[src/rtl/servo_cmd_sequencer.sv]
// servo_cmd_sequencer: Avalon-MM command queue that plays timed pulse writes out to three servo controllers.
// Optional feature: define SEQ_IRQ_EN to build the queue-drained interrupt (irq_pend, irq_en, irq).
// Command word: [31:30] target (0 left, 1 right, 2 lift, 3 left+right), [29:20] hold ticks, [19:0] pulse time.
module servo_cmd_sequencer #(
    parameter int FIFO_DEPTH = 8,
    parameter int TICK_DIV   = 50000
) (
    input  logic        clk,
    input  logic        reset,
    input  logic        s_chipselect,
    input  logic [1:0]  s_address,
    input  logic        s_write,
    input  logic        s_read,
    input  logic [31:0] s_writedata,
    output logic [31:0] s_readdata,
    output logic        left_cs,
    output logic        left_write,
    output logic        right_cs,
    output logic        right_write,
    output logic        lift_cs,
    output logic        lift_write,
    output logic [31:0] servo_writedata,
    output logic        irq
);
    localparam int AW = $clog2(FIFO_DEPTH);
    localparam logic [1:0] S_IDLE  = 2'd0;
    localparam logic [1:0] S_ISSUE = 2'd1;
    localparam logic [1:0] S_HOLD  = 2'd2;
    localparam logic [1:0] S_STOP  = 2'd3;

    logic [1:0]    r_state, w_state_nxt;
    logic [31:0]   r_mem [FIFO_DEPTH];
    logic [AW-1:0] r_wp, r_rp;
    logic [AW:0]   r_count, w_count_nxt;
    logic [31:0]   r_cur, r_rdata, r_data, w_head, w_status;
    logic [25:0]   r_hold, w_ticks;
    logic          r_ovf, r_left, r_right, r_lift;
    logic          w_wr, w_rd, w_ctl, w_abort, w_push_req, w_full, w_pop, w_push, w_drop;
    logic          w_done, w_busy, w_irq_pend, w_irq_en;

    assign w_wr        = s_chipselect & s_write;
    assign w_rd        = s_chipselect & s_read;
    assign w_ctl       = w_wr & (s_address == 2'd2);
    assign w_abort     = w_ctl & s_writedata[0];
    assign w_push_req  = w_wr & (s_address == 2'd0) & ~w_abort;
    assign w_full      = r_count == (AW+1)'(FIFO_DEPTH);
    assign w_pop       = (r_state == S_IDLE) & (r_count != '0) & ~w_abort;
    // A pop on the same edge frees a slot, so a push into a full queue still lands.
    assign w_push      = w_push_req & (~w_full | w_pop);
    assign w_drop      = w_push_req & w_full & ~w_pop;
    assign w_head      = r_mem[r_rp];
    assign w_ticks     = 26'(r_cur[29:20]) * 26'(TICK_DIV);
    assign w_done      = ~w_abort & (((r_state == S_ISSUE) & (r_cur[29:20] == '0)) | ((r_state == S_HOLD) & (r_hold == '0)));
    assign w_count_nxt = w_abort ? '0 : r_count + (AW+1)'(w_push) - (AW+1)'(w_pop);
    assign w_busy      = (r_state != S_IDLE) | (r_count != '0);
    assign w_status    = {16'b0, 8'(r_count), 3'b0, w_irq_pend, r_ovf, w_busy, r_state};

    // Next state: abort overrides everything, otherwise issue, hold and return to idle.
    always_comb
        w_state_nxt = w_abort ? S_STOP :
                      w_pop ? S_ISSUE :
                      (r_state == S_ISSUE && r_cur[29:20] != '0) ? S_HOLD :
                      (w_done || r_state == S_STOP) ? S_IDLE : r_state;

    // Sequencer state, current command and hold countdown (loaded with ticks-1 so HOLD lasts H*TICK_DIV cycles).
    always_ff @(posedge clk or posedge reset)
        if (reset) begin
            r_state <= S_IDLE;
            r_cur   <= '0;
            r_hold  <= '0;
        end else begin
            r_state <= w_state_nxt;
            if (w_pop) r_cur <= w_head;
            r_hold  <= (w_abort || r_state == S_IDLE || r_state == S_STOP) ? '0 :
                       (r_state == S_ISSUE) ? w_ticks - 26'd1 : r_hold - 26'd1;
        end

    // Queue storage needs no reset; only the pointers and count define its contents.
    always_ff @(posedge clk)
        if (w_push) r_mem[r_wp] <= s_writedata;

    // Queue pointers and occupancy; abort flushes by snapping the read pointer to the write pointer.
    always_ff @(posedge clk or posedge reset)
        if (reset) begin
            r_wp    <= '0;
            r_rp    <= '0;
            r_count <= '0;
        end else begin
            r_count <= w_count_nxt;
            r_wp    <= r_wp + AW'(w_push);
            r_rp    <= w_abort ? r_wp : r_rp + AW'(w_pop);
        end

    // Strobes are registered on the edge entering ISSUE or STOP so they cover exactly that one cycle.
    always_ff @(posedge clk or posedge reset)
        if (reset) begin
            r_left  <= 1'b0;
            r_right <= 1'b0;
            r_lift  <= 1'b0;
            r_data  <= '0;
        end else begin
            r_left  <= w_abort | (w_pop & ((w_head[31:30] == 2'd0) | (w_head[31:30] == 2'd3)));
            r_right <= w_abort | (w_pop & ((w_head[31:30] == 2'd1) | (w_head[31:30] == 2'd3)));
            r_lift  <= w_pop & (w_head[31:30] == 2'd2);
            r_data  <= w_abort ? '0 : w_pop ? {12'b0, w_head[19:0]} : r_data;
        end

    // Overflow flag and registered read data.
    always_ff @(posedge clk or posedge reset)
        if (reset) begin
            r_ovf   <= 1'b0;
            r_rdata <= '0;
        end else begin
            r_ovf   <= w_drop | (r_ovf & ~(w_ctl & s_writedata[1]));
            r_rdata <= ~w_rd ? r_rdata :
                       (s_address == 2'd1) ? w_status :
                       (s_address == 2'd2) ? {29'b0, w_irq_en, 2'b0} :
                       (s_address == 2'd3) ? r_cur : '0;
        end

`ifdef SEQ_IRQ_EN
    logic r_irq_pend, r_irq_en;
    // Pending flag sets when a finished command leaves the queue empty; a simultaneous clear loses to the set.
    always_ff @(posedge clk or posedge reset)
        if (reset) begin
            r_irq_pend <= 1'b0;
            r_irq_en   <= 1'b0;
        end else begin
            r_irq_pend <= (w_done & (w_count_nxt == '0)) | (r_irq_pend & ~(w_ctl & s_writedata[3]));
            if (w_ctl) r_irq_en <= s_writedata[2];
        end
    assign w_irq_pend = r_irq_pend;
    assign w_irq_en   = r_irq_en;
`else
    assign w_irq_pend = 1'b0;
    assign w_irq_en   = 1'b0;
`endif

    assign irq             = w_irq_pend & w_irq_en;
    assign s_readdata      = r_rdata;
    assign servo_writedata = r_data;
    assign left_cs         = r_left;
    assign left_write      = r_left;
    assign right_cs        = r_right;
    assign right_write     = r_right;
    assign lift_cs         = r_lift;
    assign lift_write      = r_lift;
endmodule

[config.mk]
export PLATFORM = sky130hd
export DESIGN_NAME = servo_cmd_sequencer
export DESIGN_NICKNAME = d
export VERILOG_FILES = /design/src/rtl/servo_cmd_sequencer.sv
export SDC_FILE = /design/constraint.sdc
export NUM_CORES = 1
export LEC_CHECK = 0
export CAP_MARGIN = 20
export CORE_MARGIN = 2
export CORE_UTILIZATION = 50
export DETAILED_ROUTE_END_ITERATION = 12
export GPL_ROUTABILITY_DRIVEN = 0
export HOLD_SLACK_MARGIN = 0.15
export PLACE_DENSITY_LB_ADDON = 0.2
export SETUP_SLACK_MARGIN = 0.1
export SYNTH_ARGS = -nofsm -noshare
export SYNTH_HDL_FRONTEND = slang
export SYNTH_SLANG_ARGS = --single-unit
[constraint.sdc]
create_clock -name clk -period 6 [get_ports clk]
set_clock_uncertainty 0.05 [all_clocks]
set_input_delay 1.5 -clock clk [delete_from_list [all_inputs] [get_ports clk]]
set_output_delay 1.5 -clock clk [all_outputs]
set_load 0.1 [all_outputs]
=== Yosys cells after proc, flatten, opt, wreduce, memory -nomap -nowiden ===
Memory sizes are Yosys's and may differ from the RTL's.
Cells that the tools add are included.

* Add/subtract/negate cells: 6
* Multipliers: 1
* Div/mod/pow operators: 0
* Order comparisons: 0
* Eq/ne operators: 10
* Shifts and indexed selects: 0
* Mux-type cells: 15
* Bitwise gates (word level): 31
* Reduce and logical (&&, ||, !) cells: 14

{| class="wikitable"
|+ Operators by type and width
! operator !! count
|-
| $mux 32 || 5
|-
| $mux 26 || 2
|-
| $sub 26x1->26 const B || 2
|-
| $logic_not 26->1 || 1
|-
| $mul 10x12->22 const B || 1
|-
| $and 1x1->1 || 19
|-
| $eq 2x2->1 const B || 6
|-
| $logic_not 10->1 || 1
|-
| $reduce_bool 10->1 || 1
|-
| $mux 2 || 4
|-
| $or 1x1->1 || 8
|-
| $reduce_bool 4->1 || 2
|-
| $add 3x1->3 || 2
|-
| $eq 2x1->1 const B || 3
|-
| $logic_not 2->1 || 3
|-
| $add 4x1->4 || 1
|-
| $eq 4x4->1 const B || 1
|-
| $mux 4 || 1
|-
| $not 1->1 || 4
|-
| $reduce_bool 2->1 || 2
|-
| $sub 4x1->4 || 1
|-
| $logic_or 1x1->1 || 3
|-
| $mux 3 || 1
|-
| $mux 1 || 2
|-
| $logic_and 1x1->1 || 1
|}

* Register bits after elaboration: 138
* Latch bits: 0
* Memory bits (writable): 256
* Bits in read-only memories: 0
* Input bits: 39
* Output and inout port bits: 71
* Word-level logic and storage cells: 90
* Memories kept: 1

{| class="wikitable"
|+ Memories
! memory !! depth !! bits a word !! read ports !! clocked after memory_dff !! wr ports !! RTL line !! source
|-
| r_mem || 8 || 32 || 1 || 0 || 1 || 32 || <nowiki>logic [31:0] r_mem [FIFO_DEPTH];</nowiki>
|}

=== Depth between registers and ports, before layout ===
* Word-level depth: 10
* Mapped depth: 18
* Depth with buffers taken out: 18

=== Least setup slack after synthesis ===
No wires, ideal clock.

* Path kind: register to register
* Start point: reg r_cur[25]
* End point: reg r_hold[25]
* Setup time: 69 ps
* Arrival time: 5164 ps
* Data required time: 5881 ps
* Setup slack: 717 ps
* Stages on the path, launching flop included: 16
* Buffers on the path: 1
* Period minus slack after synthesis: 5283 ps
* Path through: dfrtp_1 -> ha_1 -> fa_1 -> fa_1 -> ha_1 -> fa_1 -> ha_1 -> clkbuf_1 -> or3b_2 -> o2111ai_1 -> a211oi_1 -> o221ai_1 -> nor4b_4 -> nand4b_1 -> or4_1 -> nand3_1

* Word-level cells in the longest chain between the ends: 4

{| class="wikitable"
|+ Ends and longest elaborated chain
! item !! RTL line !! source
|-
| start: declaration || 35 || <nowiki>logic [31:0] r_cur, r_rdata, r_data, w_head, w_status;</nowiki>
|-
| start signal: assignment || 73 || <nowiki>if (w_pop) r_cur <= w_head;</nowiki>
|-
| $mul 10x12->22 || 52 || <nowiki>assign w_ticks = 26'(r_cur[29:20]) * 26'(TICK_DIV);</nowiki>
|-
| $sub 26x1->26 || 75 || <nowiki>(r_state == S_ISSUE) ? w_ticks - 26'd1 : r_hold - 26'd1;</nowiki>
|-
| $mux 26 || 75 ||
|-
| $mux 26 || 74 || <nowiki>r_hold <= (w_abort || r_state == S_IDLE || r_state == S_STOP) ? '0 :</nowiki>
|-
| end signal: assignment || 74 ||
|-
| end: declaration || 36 || <nowiki>logic [25:0] r_hold, w_ticks;</nowiki>
|}

No other way between the ends.
A chain may end at the register's enable or synchronous reset.

=== Worst setup path in the final report ===
* Start point: reg r_cur[24]
* End point: reg r_hold[25]

The elaborated chain is that of the path after synthesis.

==> implementation parameters <==
Parameter                              Value

Worst setup path
  Source of the worst register-to-register timing path ... r_cur[24]
  Critical path peak fanout ... 12
  Crit Path Category ... reg2reg
  Data arrival time of the critical path ... just under 6 ns
  Element type at the critical path end ... register
  Data required time of the worst path ... 6.40 ns
  Startpoint type of the worst setup path ... register
  Critical path startpoint ... r_cur[24]

STA
  Number of pins with negative max-slew slack in the final report ... 0
  Endpoints failing setup ... 0
  Fmax achieved ... about 180 MHz
  Slew of the pin with the lowest slew margin ... 1.034 ns
  Final Hold Viols ... 0
  Final Critical Period ... 5.475 ns
  Post-route fraction of the period consumed by the critical path ... 91.25%
  Final setup slack of the worst path ... ~0.52 ns
  Accumulated negative setup slack ... 0 ns
  Unrepaired setup endpoints after global routing ... no
  Relative slew slack ... a little under a third

Clocking
  Hold-fix buffers, CTS ... 0
  Number of levels the H-tree was split into ... 2
  Library cell used as clock root buffer ... clkbuf_16
  Clock-pin slew reported for the worst setup and hold paths after clock tree synthesis ... 0.06 ns
  Clock Latency Late Sink ... about 0.54 ns
  Post-cts gate resize count ... 0
  Num CTS Buffers ... 40
  Buffers inserted by post-CTS timing repair ... 0
  Largest buffer count on any clock path ... 3
  Clock tree from TritonCTS ... yes
  Sink Count ... ~380

Placement
  Setup slack at placement ... between 0.3 and 0.4 ns
  PortBufs ... 96
  Half-perimeter wire length of the detailed placement result ... ~24000 um

Yosys
  Number of storage elements in the synthesis netlist ... 382
  Synth warnings ... 0
  Synth Area per Inst ... roughly 15 um^2
  Dominant synthesized flop cell ... edfxtp_1
  Gate count after technology mapping ... around 1200
  FFs w/ async S/R, synth ... 32.98%
  Post-synthesis instance area ... 17640 um^2
  Share of the yosys chip area belonging to registers ... slightly above 60%
  Yosys cell types ... 63
  Number of flops mapped to enable cells by yosys ... 256

Floorplan
  Y dimension of the die ... 191.8 um
  Number of placement rows ... 68
  Placeable core region ... 34630 um^2
  Initial core utilization ... 50.94%
  Boundary pin count ... 110
  Die footprint ... 36800 um^2
  Floorplan die width ... 191.8 um

Drt
  Via count of the routed design ... 10065
  Initial DRC Count ... 504
  Antenna Violating Nets Remaining ... 0
  Wire length after detailed routing ... 36170 um
  DRC errors left ... 0
  Number of iterations in the first detailed-routing pass ... 5
  Final routed wire length divided by cell count ... between 20 and 25 um
  Vias per cell ... 5.604

Layout
  Filler instances ... 2666
  Area Overhead vs Synth ... 16.23%
  Sequential cell area ... 10850 um^2
  Share of post-route cells with drive strength above 1 ... between 10 and 15%
  Area taken by multi-input logic gates ... around 6400 um^2
  Final #Nets ... about 1500

Global routing
  Via count of the first global-routing pass ... 10066
  Initial antenna violation count ... 1
  Overflow left after global routing ... 0
  Wire length of the first global-routing pass ... between 50000 and 60000 um
  All-layer global routing usage ... 20.02%
  Largest net degree at the start of global routing ... 63

Job
  Max capacitance violation total ... 0

Min path
  Worst hold path type ... reg2reg
  Launch instance of the worst min-delay path ... s_readdata[8]

Outcome
  Result of the run ... completed
[stage by stage]
step	hold slack [ns]	utilization [%]	instances	area, um^2
finish	0.4267	59.21	1796	20500
floorplan	0.3996	-	1214	17690
CTS	0.4342	59.17	1795	20490
global route	0.4542	59.20	1795	20500
detailed placement	0.4207	55.52	1721	19230
global placement	0.4126	55.45	1720	19200
[synth_stat cells (6+ instances only)]
| cell | number | area, um^2 |
|---|---|---|
| o21ai_0 | 52 | 260.3 |
| xor2_1 | 28 | 245.2 |
| nor3_1 | 15 | 75.07 |
| nand2b_1 | 8 | 50.05 |
| nand2_1 | 75 | 281.5 |
| ha_1 | 91 | 1139 |
| edfxtp_1 | 256 | 7687 |
| nor4_1 | 6 | 37.54 |
| inv_1 | 56 | 210.2 |
| buf_1 | 8 | 30.03 |
| a211oi_1 | 44 | 330.3 |
| nor2_1 | 80 | 300.3 |
| nand3_1 | 13 | 65.06 |
| mux4_2 | 64 | 1441 |
| fa_1 | 19 | 380.4 |
| a21oi_1 | 20 | 100.1 |
| xnor2_1 | 22 | 192.7 |
| clkbuf_1 | 40 | 150.1 |
| a22o_1 | 26 | 227.7 |
| buf_4 | 16 | 120.1 |
| mux2i_1 | 39 | 390.4 |
| dfrtp_1 | 126 | 3153 |
[critical path, stage by stage (launching register included)]
cell       delay, ns
dfrtp_1         0.48
inv_1           0.07
ha_1            0.32
ha_1            0.33
fa_1            0.50
fa_1            0.42
fa_1            0.44
ha_1            0.43
or4b_2          0.25
o2111ai_1       0.13
a211oi_2        0.37
o221ai_1        0.36
nor4b_4         0.45
nand4b_1        0.16
or4_1           0.52
nand3_1         0.09
[worst paths after layout]
kind                                       to  slack, ns  cells past startpoint
worst max-delay path               r_hold[25]       0.52                     15
worst min-delay path            s_readdata[8]       0.43                      2
worst max register to register     r_hold[25]       0.52                     15
worst min register to register  s_readdata[8]       0.43                      2
max in group asynchronous          r_hold[25]       3.53                      3
min in group asynchronous            r_cur[3]       1.39                      2
[kinds of logic (layout without fill, tap and decap cells)]
logic type,Yosys count,in the layout,synth area share (%)
DFF,382,382,61.45
buffers and inverters,122,248,2.951
and+or+nand+nor,248,248,6.866
xor gates and xnor gates,50,50,2.482
AOI/OAI and AO/OA,184,184,7.107
adders and majority gates,110,110,8.611
other,1,14,0.02126
muxes,105,105,10.51
[layout make-up]
class	instances	area share, %
flip-flops and latches	382	52.91
clock buffers	58	5.510
multi-input cells	710	31.27
diodes	1	0.01220
well taps	455	2.777
clock inverters	16	0.6469
inverters	56	1.037
repair buffers	118	5.834
[registers in the layout, summed over array words and instances, names as in the netlist]
register and count:
left_cs 1, lift_cs 1, r_count 4, r_cur 32, r_hold 26, r_mem 256
r_ovf 1, r_rp 3, r_state 2, r_wp 3, right_cs 1, s_readdata 32
servo_writedata 20
[cell usage in the layout (no fill, tap or decap), drive strengths merged, types with 4 or more instances in the layout]
cell type,instances
o2111ai,5
a31oi,4
nor3,15
clkinv,15
xnor2,22
or4,6
o211ai,4
o21a,4
ha,91
a22o,26
mux4,64
nand3b,4
buf,22
nor2,80
or2,4
edfxtp,256
nor4,6
dfrtp,126
or3,6
nand2b,9
clkdlybuf4s50,96
o31ai,4
fa,19
nand3,13
conb,13
inv,56
xor2,28
a21oi,20
nor2b,4
a211oi,44
nand2,75
clkbuf,58
nor3b,4
mux2i,39
and2,5
nand4b,5
and3,4
o21ai,54
[per-layer routing]
metal | global-route usage, % | vias up | share of wire [%]
li1 | - | 4736 | -
met1 | 28.42 | 5093 | 46
met2 | 33.03 | 196 | 48
met3 | 3.070 | 40 | 4.4
met4 | 4.172 | 0 | 1.5
met5 | 0 | - | 0
Power is not shown: default switching activity piles up to over one toggle a cycle in this logic, so the estimate is an artifact.
==> variant 1 (config.mk and constraints unchanged) <==
Set the parameter `TICK_DIV` to 25000 (it was 50000).
--- a/src/rtl/servo_cmd_sequencer.sv
+++ b/src/rtl/servo_cmd_sequencer.sv
@@ -3,7 +3,7 @@
 // Command word: [31:30] target (0 left, 1 right, 2 lift, 3 left+right), [29:20] hold ticks, [19:0] pulse time.
 module servo_cmd_sequencer #(
     parameter int FIFO_DEPTH = 8,
-    parameter int TICK_DIV   = 50000
+    parameter int TICK_DIV   = 25000
 ) (
     input  logic        clk,
     input  logic        reset,
Function: same outputs for any inputs over 4 cycles, from zero or initial values and one cycle with reset high; that may be too few to reach the edited logic, so the function may still have changed.
==> variant 1 against the unedited design <==
  * Final area is 0.89% higher
  * Non-clock buffer count stayed put
  * Wire length is 2.0% higher
  * Sequential cell count stayed put
  * Setup slack better by 0.19 ns
  * Synthesized area is 1.5% higher
Power is not shown: default switching activity piles up to over one toggle a cycle in this logic, so the estimate is an artifact.
==> variant 1: results (changes against the unedited design) <==
* Layout net count at 1,494 (was 1,457)
* Comb_multi_in at 745 (was 710)
* GRT Overall Usage at 0.203 (was 0.200)
* Wl on met1 at 16,500 microns (was 16,600 microns)
* Non-clk invs at 58 (was 56)
* Post-DP HPWL at 24,100 microns (was 23,900 microns)
* Outcome: complete, no violations (unchanged)
* DR vias at 10,300 (was 10,100)
* Relative slew margins at 0.292 (was 0.309)
* Seq/Total Area, Yosys at 0.606 (was 0.615)
* Reg-to-Reg End: r_hold[24] (was r_hold[25])
* Hold Path Origin: s_readdata[3] (was s_readdata[8])
* Top cells by count, synth: 256 x edfxtp_1, 126 x dfrtp_1, 91 x ha_1 (unchanged)
* Adder-Cell Fraction of Synth Area at 0.0849 (was 0.0861)
* Compound-gate portion of the synthesized area at 0.0727 (was 0.0711)
* GR Util met3 at 0.0395 (was 0.0307)
* Top Metal Used: met5 (was met4)
* Met2 Track Usage GR at 0.332 (was 0.330)
* Post-synthesis mux area share at 0.103 (was 0.105)
* Wire length per cell at 20.1 microns (about the same)
* Met1 usage at 0.281 (was 0.284)
* 1st-iter DRT viols at 563 (was 504)
* DR WL met3 at 1880 microns (was 1600 microns)
* Crit-path max FO at 8 (was 12)
* Area contributors post-synth: edfxtp_1 43%, dfrtp_1 18%, mux4_2 8.1% (was edfxtp_1 44%, dfrtp_1 18%, mux4_2 8.2%)
variant 1: changes by cell type after synthesis, sizes merged, moves of 3 or more:
cell     change
o31ai        -4
nand3b       -3
a211o        +3
nand4        +5
and3         +8
nand2        +7
nor4         +5
a211oi       -6
xor2         -4
a21oi        +3
nor3        +10
or3          +3
a2111oi      +3
variant 1: worst min path at each step:
stage / cells past startpoint / endpoint
3_5_place_dp: 1 / r_hold[0]
2_1_floorplan: 1 / r_hold[0]
6_report: 2 / s_readdata[3]
5_1_grt: 1 / r_hold[0]
3_3_place_gp: 1 / r_hold[0]
4_1_cts: 1 / r_hold[0]
variant 1: stage by stage:
stage,std cells,cell area [sq um],worst slack [ns],hold WS (ns),utilization
floorplan,1255,17900,1.09,0.386,-
global placement,1764,19400,0.838,0.408,0.549
detailed placement,1764,19400,0.744,0.413,0.549
CTS,1837,20700,0.692,0.425,0.584
global route,1837,20700,0.381,0.436,0.584
finish,1839,20700,0.712,0.429,0.584
==> variant 2 (same settings) <==
Without the edit above. Register the output `s_readdata` once more, without a reset; this adds one clock of latency there. The other outputs are not delayed to match.
--- a/src/rtl/servo_cmd_sequencer.sv
+++ b/src/rtl/servo_cmd_sequencer.sv
@@ -137,7 +137,9 @@
 `endif
 
     assign irq             = w_irq_pend & w_irq_en;
-    assign s_readdata      = r_rdata;
+    always_ff @(posedge clk) begin
+        s_readdata <= r_rdata;
+    end
     assign servo_writedata = r_data;
     assign left_cs         = r_left;
     assign left_write      = r_left;
Function: changed (Yosys sat finds a counterexample within 4 cycles, from zero or initial values and one cycle with reset high).
==> variant 2 against the unedited design <==
  * Wire length is 2.4% higher
  * Sequential cell count rose by 32
  * Global-route usage is 0.14 points lower
  * Highest routed layer is now met5
  * Utilization shrank 0.88 points
  * Worst hold slack got worse by 0.10 ns
  * Setup slack better by 0.13 ns
  * Final area up 3.9%
  * Non-clock buffer count shrank 2
  * Via count is 3.0% higher
  * First-iteration DRC count up 8.1%
  * Synthesized area grew 4.7%
Power is not shown: default switching activity piles up to over one toggle a cycle in this logic, so the estimate is an artifact.
==> variant 2: results (changes against the unedited design) <==
* Seq/Total Area, Yosys at 0.622 (was 0.615)
* Vias in the first global route at 10,600 (was 10,100)
* Worst reg-to-reg setup slack at 0.65 ns (was 0.52 ns)
* # fillers at 2,866 (was 2,666)
* Number of antenna violations at the first check in global routing at 3 (was 1)
* Number of synthesized flops with an enable pin at 256 (unchanged)
* Tcrit/Tclk final at 0.891 (was 0.913)
* GRT Overall Usage at 0.199 (was 0.200)
* CTS buffer count at 42 (was 40)
* First-pass GRT wire length at 59,000 microns (was 56,700 microns)
* Post-DP HPWL at 24,200 microns (was 23,900 microns)
* Outcome: complete, no violations (unchanged)
* Layout net count at 1,519 (was 1,457)
* DR vias at 10,400 (was 10,100)
* Area contributors post-synth: edfxtp_1 42%, dfrtp_1 17%, mux4_2 7.8% (was edfxtp_1 44%, dfrtp_1 18%, mux4_2 8.2%)
* WHS Path Cells at 0 (was 2)
* Asr flop ratio synth at 0.304 (was 0.330)
* Post-CTS Setup Inserts at 0 (unchanged)
* 1st-iter DRT viols at 545 (was 504)
* Placed Area at 20,000 sq um (was 19,200 sq um)
* Wire length per cell at 19.8 microns (was 20.1 microns)
* Top cells by count, synth: 256 x edfxtp_1, 126 x dfrtp_1, 91 x ha_1 (unchanged)
* Relative slew margins at 0.302 (was 0.309)
* Layout cells sized above 1 at 0.124 (was 0.127)
* Port buffer count at 96 (unchanged)
* Netlist cell types at 68 (was 63)
* Worst Hold Margin at 0.322 ns (was 0.427 ns)
* Crit-path max FO at 10 (was 12)
* CTS max path bufs at 3 (unchanged)
* Worst-Skew Late Latency at 0.56 ns (was 0.54 ns)
* Crit-path slowest cell: fa_1 (was or4_1)
variant 2: cell types whose count changed after synthesis, sizes merged, moves of 4 or more:
cell	unedited run	this run
xor2	28	24
clkbuf	40	48
o21ai	54	63
nor4	6	14
nand3	13	8
dfxtp	0	32
nand4	2	8
nand2	75	90
o2111ai	5	1
xnor2	22	29
variant 2: stage by stage:
step	utilization	std cells
after floorplan	-	1281
after global placement	0.547	1794
after detailed placement	0.547	1794
after CTS	0.583	1871
after global routing	0.583	1873
final	0.583	1874
variant 2: area by class of cell:
| cell class | count | area share |
|---|---|---|
| clock inverter | 18 | 0.00693 |
| timing repair buffer | 116 | 0.0527 |
| sequential | 414 | 0.539 |
| clock buffer | 59 | 0.0547 |
| inverter | 55 | 0.00981 |
| tap | 468 | 0.0275 |
| multi-input combinational | 741 | 0.309 |
| antenna | 3 | 0.000352 |
variant 2: worst paths after layout:
check,startpoint,endpoint
worst min register to register,r_rdata[3],s_readdata[3]
worst max-delay path,r_cur[24],r_hold[24]
worst max register to register,r_cur[24],r_hold[24]
max in group asynchronous,reset,r_rp[2]
min in group asynchronous,reset,r_rdata[13]
worst min-delay path,r_rdata[3],s_readdata[3]
variant 2: metal layers:
metal	up-vias	GRT usage	share of wire	wire length [microns]
met4	2	0.0595	0.021	789
met2	202	0.311	0.46	16900
met5	-	0	0.00030	11
met3	52	0.0346	0.045	1670
li1	4930	-	-	-
met1	5181	0.288	0.48	17700
variant 2: cells by family (layout without fill, tap and decap cells):
kind of cell	Yosys count	count (layout)	share of synthesized area
fa+ha+maj	110	110	0.0822
simple gates	274	274	0.0720
other cells	1	16	0.000203
buf+inv	126	248	0.0289
compound gates	184	184	0.0686
mux	107	107	0.101
flops	414	414	0.622
xor+xnor	53	53	0.0251
variant 2: worst register-to-register path: stages, from the launching register on:
cell       delay [ns]
dfrtp_1          0.48
inv_1            0.08
ha_1             0.33
ha_1             0.33
fa_1             0.51
fa_1             0.43
fa_1             0.44
ha_1             0.46
nand4_1          0.15
a221oi_2         0.38
nor2_1           0.12
xnor2_1          0.23
a2111oi_4        0.52
nand4_2          0.21
or3b_1           0.40
a31oi_1          0.16
